`src/rtl/golden_nonce_pkg.sv`:
```
// golden_nonce_pkg
// Shared definitions for the golden-nonce framer: frame magic, frame field
// offsets, the queued entry layout and the framer FSM state encoding.
// Compile-time option used by the framer: NONCE_DEDUP_EN.
package golden_nonce_pkg;

  localparam logic [15:0] MAGIC = 16'hA55A;

  // Frame layout, MSB first: {MAGIC, job_id, nonce}
  localparam int MAGIC_MSB = 63;
  localparam int MAGIC_LSB = 48;
  localparam int JOB_MSB   = 47;
  localparam int JOB_LSB   = 32;
  localparam int NONCE_MSB = 31;
  localparam int NONCE_LSB = 0;

  // One queued result; 48 bits, same order as the low part of the frame.
  typedef struct packed {
    logic [15:0] job_id;
    logic [31:0] nonce;
  } entry_t;

  typedef enum logic [1:0] {
    IDLE     = 2'd0,
    PRESENT  = 2'd1,
    GAP_WAIT = 2'd2
  } state_e;

  function automatic logic [63:0] build_frame(input entry_t e);
    logic [63:0] f;
    f                      = '0;
    f[MAGIC_MSB:MAGIC_LSB] = MAGIC;
    f[JOB_MSB:JOB_LSB]     = e.job_id;
    f[NONCE_MSB:NONCE_LSB] = e.nonce;
    return f;
  endfunction

endpackage

```
`src/rtl/nonce_fifo.sv`:
```
// nonce_fifo
// Single-clock result FIFO, DEPTH x 48-bit entries. Head entry is presented
// combinationally on rdata_o. A push while full is only honoured when a pop
// happens in the same cycle (the slot being freed is reused).
// Ports:
//   clk_i, rst_n_i      clock, async active-low reset
//   push_i / wdata_i    write request and entry
//   pop_i  / rdata_o    read request and head entry
//   full_o, empty_o     occupancy flags
//   count_o             entries currently stored (post-edge)
module nonce_fifo
  import golden_nonce_pkg::*;
#(
  parameter int DEPTH = 4
) (
  input  logic                   clk_i,
  input  logic                   rst_n_i,
  input  logic                   push_i,
  input  entry_t                 wdata_i,
  input  logic                   pop_i,
  output entry_t                 rdata_o,
  output logic                   full_o,
  output logic                   empty_o,
  output logic [$clog2(DEPTH):0] count_o
);

  localparam int AW = $clog2(DEPTH);

  entry_t          mem_q [DEPTH];
  logic [AW-1:0]   wptr_q, wptr_d;
  logic [AW-1:0]   rptr_q, rptr_d;
  logic [AW:0]     count_q, count_d;
  logic            wr_en, rd_en;

  assign full_o  = (count_q == (AW+1)'(DEPTH));
  assign empty_o = (count_q == '0);
  assign count_o = count_q;
  assign rdata_o = mem_q[rptr_q];

  assign rd_en = pop_i && !empty_o;
  assign wr_en = push_i && (!full_o || rd_en);

  always_comb begin
    wptr_d  = wptr_q;
    rptr_d  = rptr_q;
    count_d = count_q;
    // DEPTH is a power of two, so pointers wrap by natural overflow
    if (wr_en) wptr_d = wptr_q + 1'b1;
    if (rd_en) rptr_d = rptr_q + 1'b1;
    if (wr_en && !rd_en)      count_d = count_q + 1'b1;
    else if (!wr_en && rd_en) count_d = count_q - 1'b1;
  end

  always_ff @(posedge clk_i or negedge rst_n_i) begin
    if (!rst_n_i) begin
      wptr_q  <= '0;
      rptr_q  <= '0;
      count_q <= '0;
    end else begin
      wptr_q  <= wptr_d;
      rptr_q  <= rptr_d;
      count_q <= count_d;
    end
  end

  // Storage carries no reset; entries are only visible through count_q.
  // On a full push+pop the write lands in the slot being read this cycle,
  // which is safe because the read is of the pre-edge contents.
  always_ff @(posedge clk_i) begin
    if (wr_en) mem_q[wptr_q] <= wdata_i;
  end

endmodule

```
`src/rtl/golden_nonce_framer.sv`:
```
// golden_nonce_framer
// Queues golden nonces from the hashing core and hands them to the MIPI TX
// side as 64-bit frames {MAGIC, job_id, nonce}, one at a time, with at least
// GAP idle cycles after each accepted frame.
// Ports:
//   hash_clk, rst_n        sole clock, async active-low reset
//   nonce_valid/nonce/job_id  one-cycle result strobe and payload
//   out_ready              TX can accept (only looked at while presenting)
//   out_valid/out_data     frame handshake; out_data holds last frame when idle
//   fifo_count             queued entries (excludes the frame being presented)
//   drop_count/overflow    saturating loss counter and sticky loss flag
// Build option: define NONCE_DEDUP_EN to silently discard a push identical
// to the last accepted entry.
module golden_nonce_framer
  import golden_nonce_pkg::*;
#(
  parameter int DEPTH = 4,   // power of two, 2..16
  parameter int GAP   = 32   // 1..255
) (
  input  logic                   hash_clk,
  input  logic                   rst_n,
  input  logic                   nonce_valid,
  input  logic [31:0]            nonce,
  input  logic [15:0]            job_id,
  input  logic                   out_ready,
  output logic                   out_valid,
  output logic [63:0]            out_data,
  output logic [$clog2(DEPTH):0] fifo_count,
  output logic [7:0]             drop_count,
  output logic                   overflow
);

  localparam logic [7:0] GAP_RELOAD = 8'(GAP - 1);

  state_e      state_q, state_d;
  logic [7:0]  gap_q, gap_d;
  logic [63:0] out_data_q, out_data_d;
  logic [7:0]  drop_q, drop_d;
  logic        ovf_q, ovf_d;

  entry_t      in_entry, head;
  logic        fifo_full, fifo_empty;
  logic        pop, push, drop, dup;

  assign in_entry = {job_id, nonce};

`ifdef NONCE_DEDUP_EN
  // Last accepted entry; the valid bit keeps an all-zero first push from
  // being mistaken for a repeat right after reset.
  entry_t last_q;
  logic   last_vld_q;

  assign dup = nonce_valid && last_vld_q && (in_entry == last_q);

  always_ff @(posedge hash_clk or negedge rst_n) begin
    if (!rst_n) begin
      last_q     <= '0;
      last_vld_q <= 1'b0;
    end else if (push) begin
      last_q     <= in_entry;
      last_vld_q <= 1'b1;
    end
  end
`else
  assign dup = 1'b0;
`endif

  // The pop frees a slot this cycle, so a full FIFO can still take a push.
  assign push = nonce_valid && !dup && (!fifo_full || pop);
  assign drop = nonce_valid && !dup && fifo_full && !pop;

  nonce_fifo #(
    .DEPTH (DEPTH)
  ) u_fifo (
    .clk_i   (hash_clk),
    .rst_n_i (rst_n),
    .push_i  (push),
    .wdata_i (in_entry),
    .pop_i   (pop),
    .rdata_o (head),
    .full_o  (fifo_full),
    .empty_o (fifo_empty),
    .count_o (fifo_count)
  );

  // Frame FSM
  always_comb begin
    state_d    = state_q;
    gap_d      = gap_q;
    out_data_d = out_data_q;
    pop        = 1'b0;
    unique case (state_q)
      IDLE: begin
        if (!fifo_empty) begin
          pop        = 1'b1;
          out_data_d = build_frame(head);
          state_d    = PRESENT;
        end
      end
      PRESENT: begin
        if (out_ready) begin
          state_d = GAP_WAIT;
          gap_d   = GAP_RELOAD;
        end
      end
      GAP_WAIT: begin
        // GAP cycles here plus one IDLE pop cycle give GAP+2 spacing
        if (gap_q == 8'd0) state_d = IDLE;
        else               gap_d   = gap_q - 8'd1;
      end
      default: begin
        state_d = IDLE;
        gap_d   = 8'd0;
      end
    endcase
  end

  always_comb begin
    drop_d = drop_q;
    ovf_d  = ovf_q;
    if (drop) begin
      ovf_d = 1'b1;
      if (drop_q != 8'hFF) drop_d = drop_q + 8'd1;
    end
  end

  always_ff @(posedge hash_clk or negedge rst_n) begin
    if (!rst_n) begin
      state_q    <= IDLE;
      gap_q      <= 8'd0;
      out_data_q <= '0;
      drop_q     <= 8'd0;
      ovf_q      <= 1'b0;
    end else begin
      state_q    <= state_d;
      gap_q      <= gap_d;
      out_data_q <= out_data_d;
      drop_q     <= drop_d;
      ovf_q      <= ovf_d;
    end
  end

  assign out_valid  = (state_q == PRESENT);
  assign out_data   = out_data_q;
  assign drop_count = drop_q;
  assign overflow   = ovf_q;

endmodule

```
`config.mk`:
```
export PLATFORM = sky130hd
export DESIGN_NAME = golden_nonce_framer
export DESIGN_NICKNAME = d
export VERILOG_FILES = /design/src/rtl/golden_nonce_pkg.sv /design/src/rtl/nonce_fifo.sv /design/src/rtl/golden_nonce_framer.sv
export SDC_FILE = /design/constraint.sdc
export NUM_CORES = 1
export LEC_CHECK = 0
export ABC_AREA = 1
export BUFFER_PORTS_ARGS = -buffer_cell sky130_fd_sc_hd__buf_2
export CORE_MARGIN = 2
export CORE_UTILIZATION = 40
export DETAILED_ROUTE_END_ITERATION = 10
export PLACE_DENSITY_LB_ADDON = 0.08
export SYNTH_ARGS = -nofsm -noshare
export SYNTH_HDL_FRONTEND = slang
export SYNTH_SLANG_ARGS = --single-unit
```
`constraint.sdc`:
```
create_clock -name hash_clk -period 4.8 [get_ports hash_clk]
set_input_delay 0.48 -clock hash_clk [delete_from_list [all_inputs] [get_ports hash_clk]]
set_output_delay 0.48 -clock hash_clk [all_outputs]
set_load 0.05 [all_outputs]
```
==> reports/metrics.yaml <==
status: "complete, but fails checks"
violations: "DRC, hold timing"
place_inst: 1315
ios: 129
viasPerCell: 4.88
period_minus_slack_ns: 2.74
use_met3_pct: 2.77
clk_pin_slew_ns: 0.06
nNetsFinal: 1076
syn_inst: 904
drtIter0Drc: 553
fin_setup_tns_ns: 0
final_area_sq_mm: 0.0124
drtPass1Iterations: 8
worstPathMaxFanout: 28
yosysWarnings: 0
rsz0062_at_grt: "false"
hold_slack_ns: -0.00552
post-route-util_pct: 47.5
path_buf_inv: 3
io_buffers: 120
final_common_cell: "nor2_1"
fin_crit_sh_pct: 57.1
ys.flop_type: "edfxtp_1"
busiest_layer: "met2"
die_y_um: 168
synth_edf_count: 192
vias: 6680
met2_usage_pct: 26.4
reg2reg_slack_ns: 2.06
die_w_um: 168
synth_compound_gate_area_share_pct: 8.52
synth_area_sq_mm: 0.0107
tightest_slew_ns: 1.13
synthAdderAreaFrac_pct: 1.59
wire_per_inst_um: 16.8
placementRows: 59
synth.area.mux_share_pct: 0
cts_hold_buf: 0
cp_slowest_cell: "nor2_4"
synth_top_family_by_area: "simple AND/OR/NAND/NOR gates"
n_antenna_cell: 0
critical_path.startpoint_type: "register"
hold_class: "input pin to asynchronous set/reset pin"
track_usage_pct: 16.5
fill_cells: 2389
gp_congestion: 0.805
dp_hpwl_mm: 12.5
r2r_end: "u_fifo.mem_q[1][24]"
avgSynthCellArea_sq_um: 11.8
wirelength_mm: 23.0
initial_core_util_pct: 40.9
dpl_cell_area_sq_mm: 0.0115
p_leak_nw: 4.79
instances_no_fill: 1369
synth_cell_types: 29
drive_gt1_share_pct: 18.9
synthArstFlopShare_pct: 28.1
layout_common_cells: "259 x nor2_1, 192 x edfxtp_1, 119 x buf_2"
maxSlewHeadroom_pct: 24.8
grt_max_degree: 98
core_area_sq_mm: 0.0261
cp_slowest_stage_delay_ns: 0.69
rr_worst_depth: 7
ys_seq_area_share_pct: 71.5
cap_violations: 0
htreeDepth: 1
grt_first_pass_wirelength_mm: 36.2
r2r_start: "state_q[0]"
critPathTopFamily: "simple AND/OR/NAND/NOR gates"
cp.arrival_ns: 2.94
critical_path_class: "register to register"
grt_pass1_vias: 6392
antenna_found_initial: 2
path_cells: "inv_1 > ha_1 > inv_1 > nand2_1 > nand2_1 > nor2_4 > buf_4"
critPathRequiredTime_ns: 5.00
ir_drop_v: 0.000470
synth_simple_gate_area_share_pct: 12.6
die-area_sq_mm: 0.0281
drc: 8
skew_ns: 0.0202
final_antenna_net_count: 0
synth_xor_area_share_pct: 0.819
clock-root-buffer: "clkbuf_16"
power.density_mw_per_mm2: 730
hold_violations: 11
crit_path_end_kind: "register"
grt-ovfl-total: 0
post_cts_buffers: 0
setup_viol: 0
clock-sinks: 267
cts_tree: "built"
clockBufferDepth: 3
ctsResizeCount: 0
area_growth_pct: 16.0
use_met1_pct: 23.8
fmax_mhz: 365
cts_buffers: 29
ys_ff_latch: 267
clk_latency_ns: 0.56
final_max_slew_viol_count: 0
cell usage after synthesis (3+ instances only):
master      n  area [sq um]
buf_4      24           180
a31oi_1    48           300
clkbuf_1   11          41.3
nand4_1     3          18.8
dfrtp_1    75          1880
nor2_2      3          18.8
buf_2      18          90.1
buf_6       6          67.6
edfxtp_1  192          5770
a21oi_1     5          25.0
nor2_1    263           987
o21ai_1    21           105
nand3_1     9          45.0
ha_1       12           150
o21ai_0    91           455
nand2_1    63           236
inv_2       7          26.3
xor2_1      8          70.1
inv_1      32           120
worst max-delay path by stage:
| stage | endpoint | slack [ns] | start | depth (start not counted) |
|---|---|---|---|---|
| after floorplan | u_fifo.mem_q[0][0] | 1.23 | u_fifo.count_o[0] | 6 |
| after global placement | u_fifo.mem_q[1][46] | 2.02 | state_q[0] | 7 |
| after detailed placement | u_fifo.mem_q[1][46] | 1.99 | state_q[0] | 7 |
| after CTS | u_fifo.mem_q[1][24] | 1.97 | state_q[0] | 7 |
| after global routing | u_fifo.mem_q[1][46] | 1.81 | state_q[0] | 7 |
| final | u_fifo.mem_q[1][24] | 2.06 | state_q[0] | 7 |
flip-flops by register name, summed over array words and instances, names as in the netlist:
register	cells
drop_count	8
gap_q	8
out_data	49
overflow	1
state_q	2
u_fifo.count_o	3
u_fifo.mem_q	192
u_fifo.rptr_q	2
u_fifo.wptr_q	2
final cells by class:
cell class,instances,area [sq um],area share [%]
clock buffer,38,800,6.45
clock inverter,16,144,1.16
inverter,40,154,1.24
sequential,267,7650,61.7
tap,335,419,3.38
multi-input combinational,545,2580,20.8
timing repair buffer,128,663,5.35
through the flow:
step	hold slack [ns]	setup WS [ns]	total power, mW
after floorplan	0.184	1.23	6.14
after global placement	0.443	2.02	6.97
after detailed placement	0.452	1.99	6.98
after CTS	0.00374	1.97	9.19
after global routing	0.0258	1.81	9.68
final	-0.00552	2.06	9.05
per-layer routing:
layer	up-vias	part of all wire (%)
li1	3295	-
met1	3172	48
met2	167	45
met3	42	5.0
met4	4	2.0
met5	-	0.12
worst register-to-register path, stage by stage (launching register included):
cell,delay [ns]
dfrtp_1,0.40
inv_1,0.10
ha_1,0.26
inv_1,0.09
nand2_1,0.07
nand2_1,0.26
nor2_4,0.69
buf_4,0.52
where the power goes:
part           internal, mW  total [mW]  switching (mW)
clock network          1.28        2.18           0.900
logic                 0.872        3.45            2.58
registers              3.15        3.42           0.271
total                  5.30        9.05            3.75
logic make-up (layout without fill, tap and decap cells):
family,after synthesis,after routing
compound gates,167,167
xor+xnor,10,10
fa+ha+maj,13,13
buf+inv,99,222
flops,267,267
other cells,1,8
simple gates,347,347
No activity file was read; power rests on OpenSTA's default activity.
